## config.mk

```make
export PLATFORM = sky130hd
export DESIGN_NAME = stopwatch_counter
export DESIGN_NICKNAME = d
export VERILOG_FILES = /design/src/rtl/stopwatch_pkg.sv /design/src/rtl/stopwatch_counter_tick_gen.sv /design/src/rtl/stopwatch_counter.sv
export SDC_FILE = /design/constraint.sdc
export NUM_CORES = 1
export LEC_CHECK = 0
export ABC_CLOCK_PERIOD_IN_PS = 2500
export BUFFER_PORTS_ARGS = -buffer_cell sky130_fd_sc_hd__buf_2
export CORE_AREA = 2 2 80 97
export DETAILED_ROUTE_END_ITERATION = 16
export DIE_AREA = 0 0 82 99
export GPL_ROUTABILITY_DRIVEN = 0
export PLACE_DENSITY = 0.49
export SLEW_MARGIN = 30
export SYNTH_ARGS = -nofsm -noshare
export SYNTH_HDL_FRONTEND = slang
export SYNTH_SLANG_ARGS = --single-unit
```

## constraint.sdc

```tcl
create_clock -name clk -period 2.5 [get_ports clk]
set_input_delay 0.5 -clock clk [delete_from_list [all_inputs] [get_ports clk]]
set_output_delay 0.5 -clock clk [all_outputs]
set_load 0.05 [all_outputs]
```

## src/rtl/stopwatch_pkg.sv

```systemverilog
// -----------------------------------------------------------------------------
// stopwatch_pkg
// Shared definitions for the stopwatch counting stage.
//   - sw_state_e : control FSM encoding (STOP / RUN / CLEAR)
//   - TICK_DIV   : default system clocks per centisecond tick (100 MHz -> 100 Hz)
//   - *_MAX      : default moduli of the hundredths/seconds/minutes/hours chain
// -----------------------------------------------------------------------------
package stopwatch_pkg;

   typedef enum logic [1:0] {
      STOP  = 2'd0,
      RUN   = 2'd1,
      CLEAR = 2'd2
   } sw_state_e;

   localparam int TICK_DIV = 1_000_000;
   localparam int MSEC_MAX = 100;
   localparam int SEC_MAX  = 60;
   localparam int MIN_MAX  = 60;
   localparam int HOUR_MAX = 24;

endpackage : stopwatch_pkg

```

## src/rtl/stopwatch_counter_tick_gen.sv

```systemverilog
// -----------------------------------------------------------------------------
// tick_gen
// Parameterised clock divider with enable and synchronous clear. The count
// advances only while i_en is high and holds otherwise, so a paused divider
// keeps its partial count. o_tick is high for the single enabled cycle in
// which the count sits at DIV-1; the count wraps to 0 on that edge.
//
// Ports:
//   clk     in   system clock
//   reset   in   synchronous, active-high reset (count -> 0)
//   i_en    in   count enable
//   i_clr   in   synchronous clear (count -> 0), higher priority than i_en
//   o_tick  out  one-cycle terminal-count strobe (combinational)
// -----------------------------------------------------------------------------
module tick_gen #(
   parameter int DIV = 1_000_000
) (
   input  logic clk,
   input  logic reset,
   input  logic i_en,
   input  logic i_clr,
   output logic o_tick
);

   // A divide-by-1 still needs a one-bit register to stay legal.
   localparam int CW = (DIV > 1) ? $clog2(DIV) : 1;
   localparam logic [CW-1:0] LAST = CW'(DIV - 1);

   logic [CW-1:0] cnt_q;

   assign o_tick = i_en && (cnt_q == LAST);

   always_ff @(posedge clk) begin
      if (reset || i_clr) begin
         cnt_q <= '0;
      end else if (i_en) begin
         if (o_tick) begin
            cnt_q <= '0;
         end else begin
            cnt_q <= cnt_q + 1'b1;
         end
      end
   end

endmodule : tick_gen

```

## src/rtl/stopwatch_counter.sv

```systemverilog
// -----------------------------------------------------------------------------
// stopwatch_counter
// Time base and counting stage of the stopwatch. A tick_gen divides clk down
// to a centisecond tick; the tick drives a hundredths -> seconds -> minutes ->
// hours cascade. A small FSM (STOP / RUN / CLEAR) driven by debounced button
// pulses gates the divider and handles clearing.
//
// Button inputs are single-cycle pulses: a pulse is acted on in the cycle it
// is high and there is no acknowledge or back-pressure.
//
// Ports:
//   clk          in   system clock (100 MHz)
//   reset        in   synchronous, active-high reset; dominates all inputs
//   i_btn_run    in   one-cycle pulse, toggles STOP <-> RUN
//   i_btn_clear  in   one-cycle pulse, clears counters (STOP only)
//   o_msec       out  hundredths 0..MSEC_MAX-1
//   o_sec        out  seconds    0..SEC_MAX-1
//   o_min        out  minutes    0..MIN_MAX-1
//   o_hour       out  hours      0..HOUR_MAX-1
//   o_running    out  registered, high exactly while the state is RUN
//   o_state      out  current FSM state (debug visibility)
// -----------------------------------------------------------------------------
module stopwatch_counter
   import stopwatch_pkg::sw_state_e;
   import stopwatch_pkg::STOP;
   import stopwatch_pkg::RUN;
   import stopwatch_pkg::CLEAR;
#(
   parameter int TICK_DIV = stopwatch_pkg::TICK_DIV,
   parameter int MSEC_MAX = stopwatch_pkg::MSEC_MAX,
   parameter int SEC_MAX  = stopwatch_pkg::SEC_MAX,
   parameter int MIN_MAX  = stopwatch_pkg::MIN_MAX,
   parameter int HOUR_MAX = stopwatch_pkg::HOUR_MAX
) (
   input  logic       clk,
   input  logic       reset,
   input  logic       i_btn_run,
   input  logic       i_btn_clear,
   output logic [6:0] o_msec,
   output logic [5:0] o_sec,
   output logic [5:0] o_min,
   output logic [4:0] o_hour,
   output logic       o_running,
   output logic [1:0] o_state
);

   // Terminal values of each stage, sized to the counter they are compared with.
   localparam logic [6:0] MSEC_LAST = 7'(MSEC_MAX - 1);
   localparam logic [5:0] SEC_LAST  = 6'(SEC_MAX - 1);
   localparam logic [5:0] MIN_LAST  = 6'(MIN_MAX - 1);
   localparam logic [4:0] HOUR_LAST = 5'(HOUR_MAX - 1);

   sw_state_e state_q;
   sw_state_e state_d;

   logic       running_q;
   logic       tick;
   logic       div_en;
   logic       div_clr;

   logic [6:0] msec_q;
   logic [5:0] sec_q;
   logic [5:0] min_q;
   logic [4:0] hour_q;

   logic       msec_wrap;
   logic       sec_wrap;
   logic       min_wrap;
   logic       hour_wrap;

   // ---------------------------------------------------------------------------
   // Control FSM
   // ---------------------------------------------------------------------------
   always_ff @(posedge clk) begin
      if (reset) begin
         state_q <= STOP;
      end else begin
         state_q <= state_d;
      end
   end

   // Clear has priority over run in STOP, so a simultaneous run pulse is lost.
   always_comb begin
      state_d = state_q;
      case (state_q)
         STOP: begin
            if (i_btn_clear) begin
               state_d = CLEAR;
            end else if (i_btn_run) begin
               state_d = RUN;
            end
         end
         RUN: begin
            if (i_btn_run) begin
               state_d = STOP;
            end
         end
         CLEAR: begin
            state_d = STOP;
         end
         default: begin
            state_d = STOP;
         end
      endcase
   end

   // Loaded from the next state so the flop tracks state_q cycle for cycle.
   always_ff @(posedge clk) begin
      if (reset) begin
         running_q <= 1'b0;
      end else begin
         running_q <= (state_d == RUN);
      end
   end

   assign o_running = running_q;
   assign o_state   = state_q;

   // ---------------------------------------------------------------------------
   // Centisecond time base
   // ---------------------------------------------------------------------------
   // The divider only advances in RUN; in STOP it holds so that a pause/resume
   // does not lose the partial tick. A tick in the cycle of a stop pulse is
   // still counted because that cycle belongs to RUN.
   assign div_en  = (state_q == RUN);
   assign div_clr = (state_q == CLEAR);

   tick_gen #(
      .DIV (TICK_DIV)
   ) u_tick_gen (
      .clk    (clk),
      .reset  (reset),
      .i_en   (div_en),
      .i_clr  (div_clr),
      .o_tick (tick)
   );

   // ---------------------------------------------------------------------------
   // Counter cascade
   // ---------------------------------------------------------------------------
   assign msec_wrap = (msec_q == MSEC_LAST);
   assign sec_wrap  = (sec_q  == SEC_LAST);
   assign min_wrap  = (min_q  == MIN_LAST);
   assign hour_wrap = (hour_q == HOUR_LAST);

   // Carries ripple combinationally within one tick, so a full rollover to
   // 00:00:00.00 completes on a single edge. Hour overflow is silent.
   always_ff @(posedge clk) begin
      if (reset || (state_q == CLEAR)) begin
         msec_q <= '0;
         sec_q  <= '0;
         min_q  <= '0;
         hour_q <= '0;
      end else if (tick) begin
         if (msec_wrap) begin
            msec_q <= '0;
            if (sec_wrap) begin
               sec_q <= '0;
               if (min_wrap) begin
                  min_q <= '0;
                  if (hour_wrap) begin
                     hour_q <= '0;
                  end else begin
                     hour_q <= hour_q + 1'b1;
                  end
               end else begin
                  min_q <= min_q + 1'b1;
               end
            end else begin
               sec_q <= sec_q + 1'b1;
            end
         end else begin
            msec_q <= msec_q + 1'b1;
         end
      end
   end

   assign o_msec = msec_q;
   assign o_sec  = sec_q;
   assign o_min  = min_q;
   assign o_hour = hour_q;

endmodule : stopwatch_counter

```

==> results of run 1 <==
-- registers in the layout, indices dropped and copies added, names as in the netlist --
| register | flops |
|---|---|
| o_running | 1 |
| u_tick_gen.cnt_q | 20 |
| o_min | 6 |
| o_state | 2 |
| o_msec | 7 |
| o_sec | 6 |
| o_hour | 5 |
-- critical path, cell delays in order (launching register included) --
cell and delay, ns:
sky130_fd_sc_hd__dfxtp_1 0.39, sky130_fd_sc_hd__ha_1 0.19, sky130_fd_sc_hd__and3_1 0.26, sky130_fd_sc_hd__and4_4 0.28, sky130_fd_sc_hd__nand4_4 0.25, sky130_fd_sc_hd__or4_1 0.58, sky130_fd_sc_hd__a21oi_1 0.15
-- cells by family (layout without fill, tap and decap cells) --
logic type,count (synthesis),in the layout,synth area share (%)
XOR/XNOR,19,19,6.95
multiplexers,10,10,4.18
AND/OR/NAND/NOR,149,149,36.7
AO/OA/AOI/OAI,32,32,7.94
flip-flops,47,47,39.3
buffers and inverters,13,48,2.40
adder cells (fa/ha/maj),5,5,2.61
-- path summary, 6_finish.rpt --
check / from / to
max: u_tick_gen.cnt_q[0] / o_hour[0]
min: reset / u_tick_gen.cnt_q[0]
max reg2reg: u_tick_gen.cnt_q[0] / o_hour[0]
min reg2reg: o_hour[4] / o_hour[4]
-- metal layers --
layer,global-route usage (%),vias up,share of wire [%]
li1,-,1050,-
met1,17.0,965,47
met2,23.3,20,49
met3,2.75,7,2.3
met4,4.23,0,1.3
met5,0,-,0
-- area by class of cell --
| type | instances | area, um^2 | area share (%) |
|---|---|---|---|
| Clock buffer | 6 | 82.6 | 3.00 |
| Multi-Input combinational cell | 215 | 1400 | 50.8 |
| Clock inverter | 1 | 5.00 | 0.182 |
| Tap cell | 90 | 113 | 4.10 |
| Sequential cell | 47 | 941 | 34.2 |
| Timing Repair Buffer | 35 | 188 | 6.83 |
| Inverter | 6 | 22.5 | 0.819 |
-- through the flow --
step / setup WS [ns] / power [W] / hold slack (ns) / std cells / area (um^2)
after global routing: 0.153 / 0.00133 / 0.448 / 400 / 2750
final: 0.331 / 0.00128 / 0.438 / 400 / 2750
after floorplan: 0.312 / 0.000809 / 0.472 / 275 / 2400
after global placement: 0.417 / 0.000830 / 0.478 / 393 / 2660
after CTS: 0.341 / 0.00130 / 0.429 / 400 / 2750
after detailed placement: 0.360 / 0.000830 / 0.483 / 393 / 2660
-- power by group through the flow --
stage	Clock, W	Sequential (W)	Combinational, W
global route	0.000515	0.000756	0.0000629
CTS	0.000491	0.000755	0.0000573
detailed placement	0	0.000773	0.0000572
floorplan	0	0.000783	0.0000258
global placement	0	0.000773	0.0000573
finish	0.000469	0.000755	0.0000556
-- cell usage after synthesis (4+ instances only) --
cell type                   n  area, um^2
sky130_fd_sc_hd__or4_1      4        30.0
sky130_fd_sc_hd__and2_1     8        50.1
sky130_fd_sc_hd__dfxtp_1   47         941
sky130_fd_sc_hd__nand2_1   23        86.3
sky130_fd_sc_hd__nand3_1   12        60.1
sky130_fd_sc_hd__or3_1      6        37.5
sky130_fd_sc_hd__mux2i_1   10         100
sky130_fd_sc_hd__nor3_1     8        40.0
sky130_fd_sc_hd__o21ai_0    6        30.0
sky130_fd_sc_hd__xor2_1    11        96.3
sky130_fd_sc_hd__inv_1      6        22.5
sky130_fd_sc_hd__clkbuf_1   5        18.8
sky130_fd_sc_hd__and3_1     7        43.8
sky130_fd_sc_hd__xnor2_1    8        70.1
sky130_fd_sc_hd__o31ai_1    5        37.5
sky130_fd_sc_hd__nand4_1   11        68.8
sky130_fd_sc_hd__a21oi_1   15        75.1
sky130_fd_sc_hd__ha_1       5        62.6
sky130_fd_sc_hd__nor2_1    38         143
==> results by stage, run 1 <==
Synth:
- The count of synthesis-stage warnings from yosys is 0.
- The cell area after synthesis is between 2000 and 2500 um^2.
- In this run, synthesis inferred 0 flip-flops with an integrated enable.
- A synthesized cell averages between 8 and 9 um^2.
- The total nets after synthesis is 284.
- Sequential elements use between 30% and 40% of the synthesized area.
- The register bit count reported by yosys is 47.
- The number of standard cells after synthesis is 275.
- The number of library cell types mapped by synthesis is 47.
- For this run, asynchronously set or reset flops after synthesis account for 0%.
- In the synthesized netlist the dominant register cell turns out to be sky130_fd_sc_hd__dfxtp_1.

Clock network:
- The total CTS buffers is 5.
- The later-pin clock latency in the skew report is approximately 0.30 ns.
- The total setup buffers inserted after CTS is 0.
- The clock tree synthesis step divided the H-tree into 2 levels.
- The worst-case clock buffer depth is 2.
- The TritonCTS clock tree is done.
- The quantity of hold-fixing buffers added after cts is 0.
- The number of sinks handled by clock tree synthesis is 47.
- Clock-pin slew was measured on the worst setup and hold paths at 0.09 ns.
- The post-cts resize count is 0.
- The clock root buffer master is sky130_fd_sc_hd__clkbuf_8.

STA:
- For the final database, setup skew stands at approximately 0.0092 ns.
- The hold violation total from the final report came to 0.
- The relative max-transition margin is 59.8%.
- Setup repair after global routing left no endpoint under its margin.
- The routed design could run at a clock period as short as about 2.2 ns.
- For this run, the top clock speed supported by timing is 461 MHz.
- The number of pins with negative max-slew slack in the final report is 0.
- The actual transition at the worst max-transition pin is between 0.6 and 0.7 ns.
- Of the available clock period, the critical path in the final layout requires between 80% and 90%.
- The count of final setup violators is 0.
- Setup total negative slack on the finished layout was measured at 0 ns.

Final layout:
- The filler cell count in the final layout is 754.
- Leaving out fill and tap cells, the most frequent cells in the layout are 47 x sky130_fd_sc_hd__dfxtp_1, 38 x sky130_fd_sc_hd__nor2_1, 30 x sky130_fd_sc_hd__buf_2.
- The post-route netlist has 16.8% of its cells at a drive strength greater than 1.
- The final cell utilization of the core is slightly below 40%.
- The total number of nets in the final design is approximately 320.
- Leaving out fill and tap cells, the most frequent cell in the layout is sky130_fd_sc_hd__dfxtp_1.
- The area overhead of the layout relative to synthesis is 14.7%.
- The number of diodes added for antenna fixing is 0.

Routing:
- In the routed design, unresolved DRC markers number 0.
- Summed over all layers, the routed wires come to 5240 um.
- The vias per cell is about 5.1.
- In this run, the number of DRC markers left after iteration 0 of detailed routing was 59.
- The detailed router placed 2042 vias in this run.
- After detailed routing, the average wire length per cell comes to between 10 and 15 um.
- In this run the remaining antenna-violating nets after routing total 0.
- Before antenna repair, the detailed router went through 4 iterations.

Worst setup path:
- The critical path is of the flop to flop type.
- The arrival time reported for the critical path endpoint is ~2.4 ns.
- The startpoint type of the worst setup path is a flop.
- The worst setup path is captured at a flop.
- The data required time at the worst endpoint is 2.73 ns.
- The worst-case reg-to-reg path depth is 6.
- The slack of the worst reg-to-reg path is ~0.33 ns.
- Of all nets on the critical path, the largest fanout is 19.

Hold path:
- In this run the worst hold path is classified as primary input to flop.
- The cell depth of the worst min-delay path is 2.

Pwr:
- Net switching is about 23% of the power.
- The internal portion of the total power is ~0.001 W.
- Summed over all cells, the static leakage comes to roughly 1.0 nW.
- For this design the total switching power over the nets is 0.000295 W.
- VDD sags by at most 0.000174 V.
- The share of total power dissipated in combinational logic is between 4 and 5%.
- The power per cell area is 466 nW/um^2.
- In this run, flip-flops and latches consume 59.0% of the power.
- The share of total power dissipated in the clock network is between 30% and 40%.

Floorplan:
- The overall die height is between 90 and 100 um.
- The initial standard-cell utilization of the core is 33.5%.
- The number of placed I/O pins is 31.
- The total die area is around 8000 um^2.
- From left edge to right edge, the die measures between 80 and 90 um.
- The core footprint is roughly 7100 um^2.
- After floorplanning, the core was divided into 34 placement rows.

Place:
- Summed over all nets, the half-perimeter wirelength after detailed placement is approximately 3800 um.
- The number of buffers added on ports is 30.

GRT:
- The first global-routing pass estimated a little under 9000 um of wire.
- The pin count of the biggest net entering global routing is 20.
- The initial antenna violation count was 0.
- The number of global-route vias before repair is a little under 2000.
- Global routing consumed, over all layers together, a little over an eighth of the routing resources.
- Summed over all layers, the global routing overflow is 0.

Outcome:
- The flow ran to the end, and the final reports show no timing, DRC or antenna violations.

Job:
- Across the run, the number of max-cap violations was 0.
Power figures use the tool's default switching activity.
==> run 2: changes to the inputs <==
--- a/config.mk
+++ b/config.mk
@@ -11,6 +11,7 @@
 export DETAILED_ROUTE_END_ITERATION = 16
 export DIE_AREA = 0 0 82 99
 export GPL_ROUTABILITY_DRIVEN = 0
+export MAX_ROUTING_LAYER = met4
 export PLACE_DENSITY = 0.49
 export SLEW_MARGIN = 30
 export SYNTH_ARGS = -nofsm -noshare
==> run 2 against run 1 <==
Routed wire length about the same. Largest cell class unchanged. Critical endpoint unchanged. Cell count unchanged. Combinational power about the same. Flip-flop and latch count unchanged. Sequential share of layout area unchanged.
==> results by stage, run 2 (synthesis gave the netlist of run 1 again) <==
Floorplan:
- The floorplan step defined a die boundary enclosing roughly 8100 um^2.
- The overall die height is about 99 um.
- The initial standard-cell utilization of the core is about 34%.
- After floorplanning, the core was divided into 34 placement rows.
- The die is between 80 and 90 um wide.
- The number of placed I/O pins is 31.
- The core region is about 7100 um^2.

Worst setup path:
- The startpoint type of the worst setup path is a flop.
- Traced cell by cell, the critical path runs through ha_1 > and3_1 > and4_4 > nand4_4 > or4_1 > a21oi_1.
- The critical path contains buffers and inverters numbering 0 combined.
- The slowest stage of the critical path belongs to the cell sky130_fd_sc_hd__or4_1.
- The kind of critical path is flop to flop.
- The largest delay contributor family on the critical path is simple AND/OR/NAND/NOR gates.
- The arrival time reported for the critical path endpoint is 2.40 ns.
- The worst register-to-register path begins at u_tick_gen.cnt_q[0].
- On the worst path, the slowest cell contributes a delay of about 0.58 ns.
- Of all nets on the critical path, the largest fanout is 19.
- The endpoint class of the critical path is a flop.
- The origin of the worst setup path is u_tick_gen.cnt_q[0].
- Data on the critical path is required at its endpoint by approximately 2.7 ns.

GRT:
- After global routing the overflow that remains totals 0.
- The wire length of the first global-routing pass is around 8900 um.
- The number of global-route vias before repair was approximately 1900.
- The initial antenna violation count is 0.
- The pin count of the biggest net entering global routing is 20.
- Global routing consumed, over all layers together, about 14% of the routing resources.

Final layout:
- After the flow finishes, the layout carries non-filler instances totaling 400.
- The final cell utilization of the core is 38.5%.
- u_tick_gen.cnt_q holds more flip-flops than any other register.
- Leaving out fill and tap cells, the most frequent cell in the layout is sky130_fd_sc_hd__dfxtp_1.
- The library cells used most frequently in the layout, excluding fill and tap cells, are 47 x sky130_fd_sc_hd__dfxtp_1, 38 x sky130_fd_sc_hd__nor2_1, 30 x sky130_fd_sc_hd__buf_2.
- The number of diodes added for antenna fixing is 0.
- The register with the most flip-flops in the layout has 20 of them.
- The total number of nets in the final design is approximately 320.
- The proportion of layout cells with a drive suffix above 1 is between 15 and 20%.
- Compared with the post-synthesis result, the final layout area differs by 14.7%.

STA:
- The clock period could shrink to 2.17 ns.
- Setup repair after global routing left no endpoint under its margin.
- The number of pins with negative max-slew slack in the final report is 0.
- The post-route clock skew is approximately 0.0094 ns.
- Setup violations remaining at the end of the flow were counted as 0.
- Adding up every negative setup slack in the final design gives 0 ns.
- The achievable frequency is ~460 MHz.
- At the pin with the least slew margin, the transition time is approximately 0.6 ns.
- The final critical path takes up a little under 90% of the cycle.
- The hold violation total from the final report is 0.
- The relative max-transition margin is between 60% and 70%.

Place:
- During placement, the flow inserted port buffers numbering 30.
- The half-perimeter wire length of the detailed placement result is 3830 um.
- The placed instance count is between 300 and 400.

Routing:
- In the final routed layout, each cell accounts on average for about 13 um.
- The first detailed-routing pass took 4 iterations.
- After detailed routing, the number of remaining DRC violations is 0.
- Once detail routing completed, the nets flagged for antenna violations numbered 0.
- Wires add up to 5240 um.
- For this block, the initial DRC count from the detailed router was 57.
- The detailed router placed between 2000 and 2500 vias in this run.
- The vias per cell is just over 5.

Clock network:
- The post-cts resize count is 0.
- The number of setup buffers added after CTS is 0.
- The longest clock path from root to sink contains 2 buffers.
- The quantity of hold-fixing buffers added after cts is 0.
- The H-tree level count is 2.
- In this run, CTS created clock tree buffers numbering 5.
- Clock tree synthesis found a total of 47 sinks.
- TritonCTS built the clock tree.
- The later-pin clock latency in the skew report is 0.30 ns.
- After clock tree synthesis, the clock-pin slew on the worst setup and hold paths is 0.09 ns.
- The clock root buffer master is sky130_fd_sc_hd__clkbuf_8.

Job:
- Max-cap violations in this run came to 0.

Pwr:
- VDD sags by at most between 0.00015 and 0.0002 V.
- After layout, the design draws a total of ~0.0013 W.
- The power per cell area is 466 nW/um^2.
- For this design the static power due to leakage is roughly 1.0 nW.

Outcome:
- The run finished with clean final reports.

Hold path:
- The worst hold path begins at reset.
- The tightest min-delay check is of the primary input to flop type.
==> run 2: cell counts in the layout (fill, tap and decap cells not counted) <==
Identical to the previous run, type by type.
==> run 2: report_power, final <==
| group | internal, W | switching, W | total, W |
|---|---|---|---|
| sequential | 0.000752 | 0.00000366 | 0.000755 |
| clock | 0.000218 | 0.000252 | 0.000469 |
| combinational | 0.0000162 | 0.0000394 | 0.0000556 |
| total | 0.000985 | 0.000295 | 0.00128 |
==> run 2: worst reg2reg max path, stage by stage, from the launching register on <==
cell and delay, ns:
sky130_fd_sc_hd__dfxtp_1 0.39, sky130_fd_sc_hd__ha_1 0.19, sky130_fd_sc_hd__and3_1 0.26, sky130_fd_sc_hd__and4_4 0.28
sky130_fd_sc_hd__nand4_4 0.25, sky130_fd_sc_hd__or4_1 0.58, sky130_fd_sc_hd__a21oi_1 0.15
==> run 2: path summary, 6_finish.rpt <==
path / endpoint / slack [ns] / cells past startpoint
min reg2reg: o_hour[4] / 0.49 / 2
max: o_hour[0] / 0.33 / 6
max reg2reg: o_hour[0] / 0.33 / 6
min: u_tick_gen.cnt_q[0] / 0.44 / 2
==> run 2: metal layers <==
metal	up-vias	share of wire, %	global-route usage (%)
li1	1051	-	-
met1	971	47	17.0
met2	20	49	23.3
met3	7	2.3	2.75
met4	0	1.3	4.23
met5	-	0	-
==> run 2: cell type report <==
class                      count  area (um^2)
fill                         754         4400
multi-input combinational    215         1400
sequential                    47          941
timing repair buffer          35          188
tap                           90          113
clock buffer                   6         82.6
inverter                       6         22.5
clock inverter                 1         5.00
==> run 2: metrics by stage <==
| step | setup slack (ns) | area [um^2] | hold WS [ns] |
|---|---|---|---|
| after floorplan | 0.312 | 2400 | 0.472 |
| after global placement | 0.417 | 2660 | 0.478 |
| after detailed placement | 0.360 | 2660 | 0.483 |
| after CTS | 0.341 | 2750 | 0.429 |
| after global routing | 0.153 | 2750 | 0.448 |
| final | 0.331 | 2750 | 0.438 |
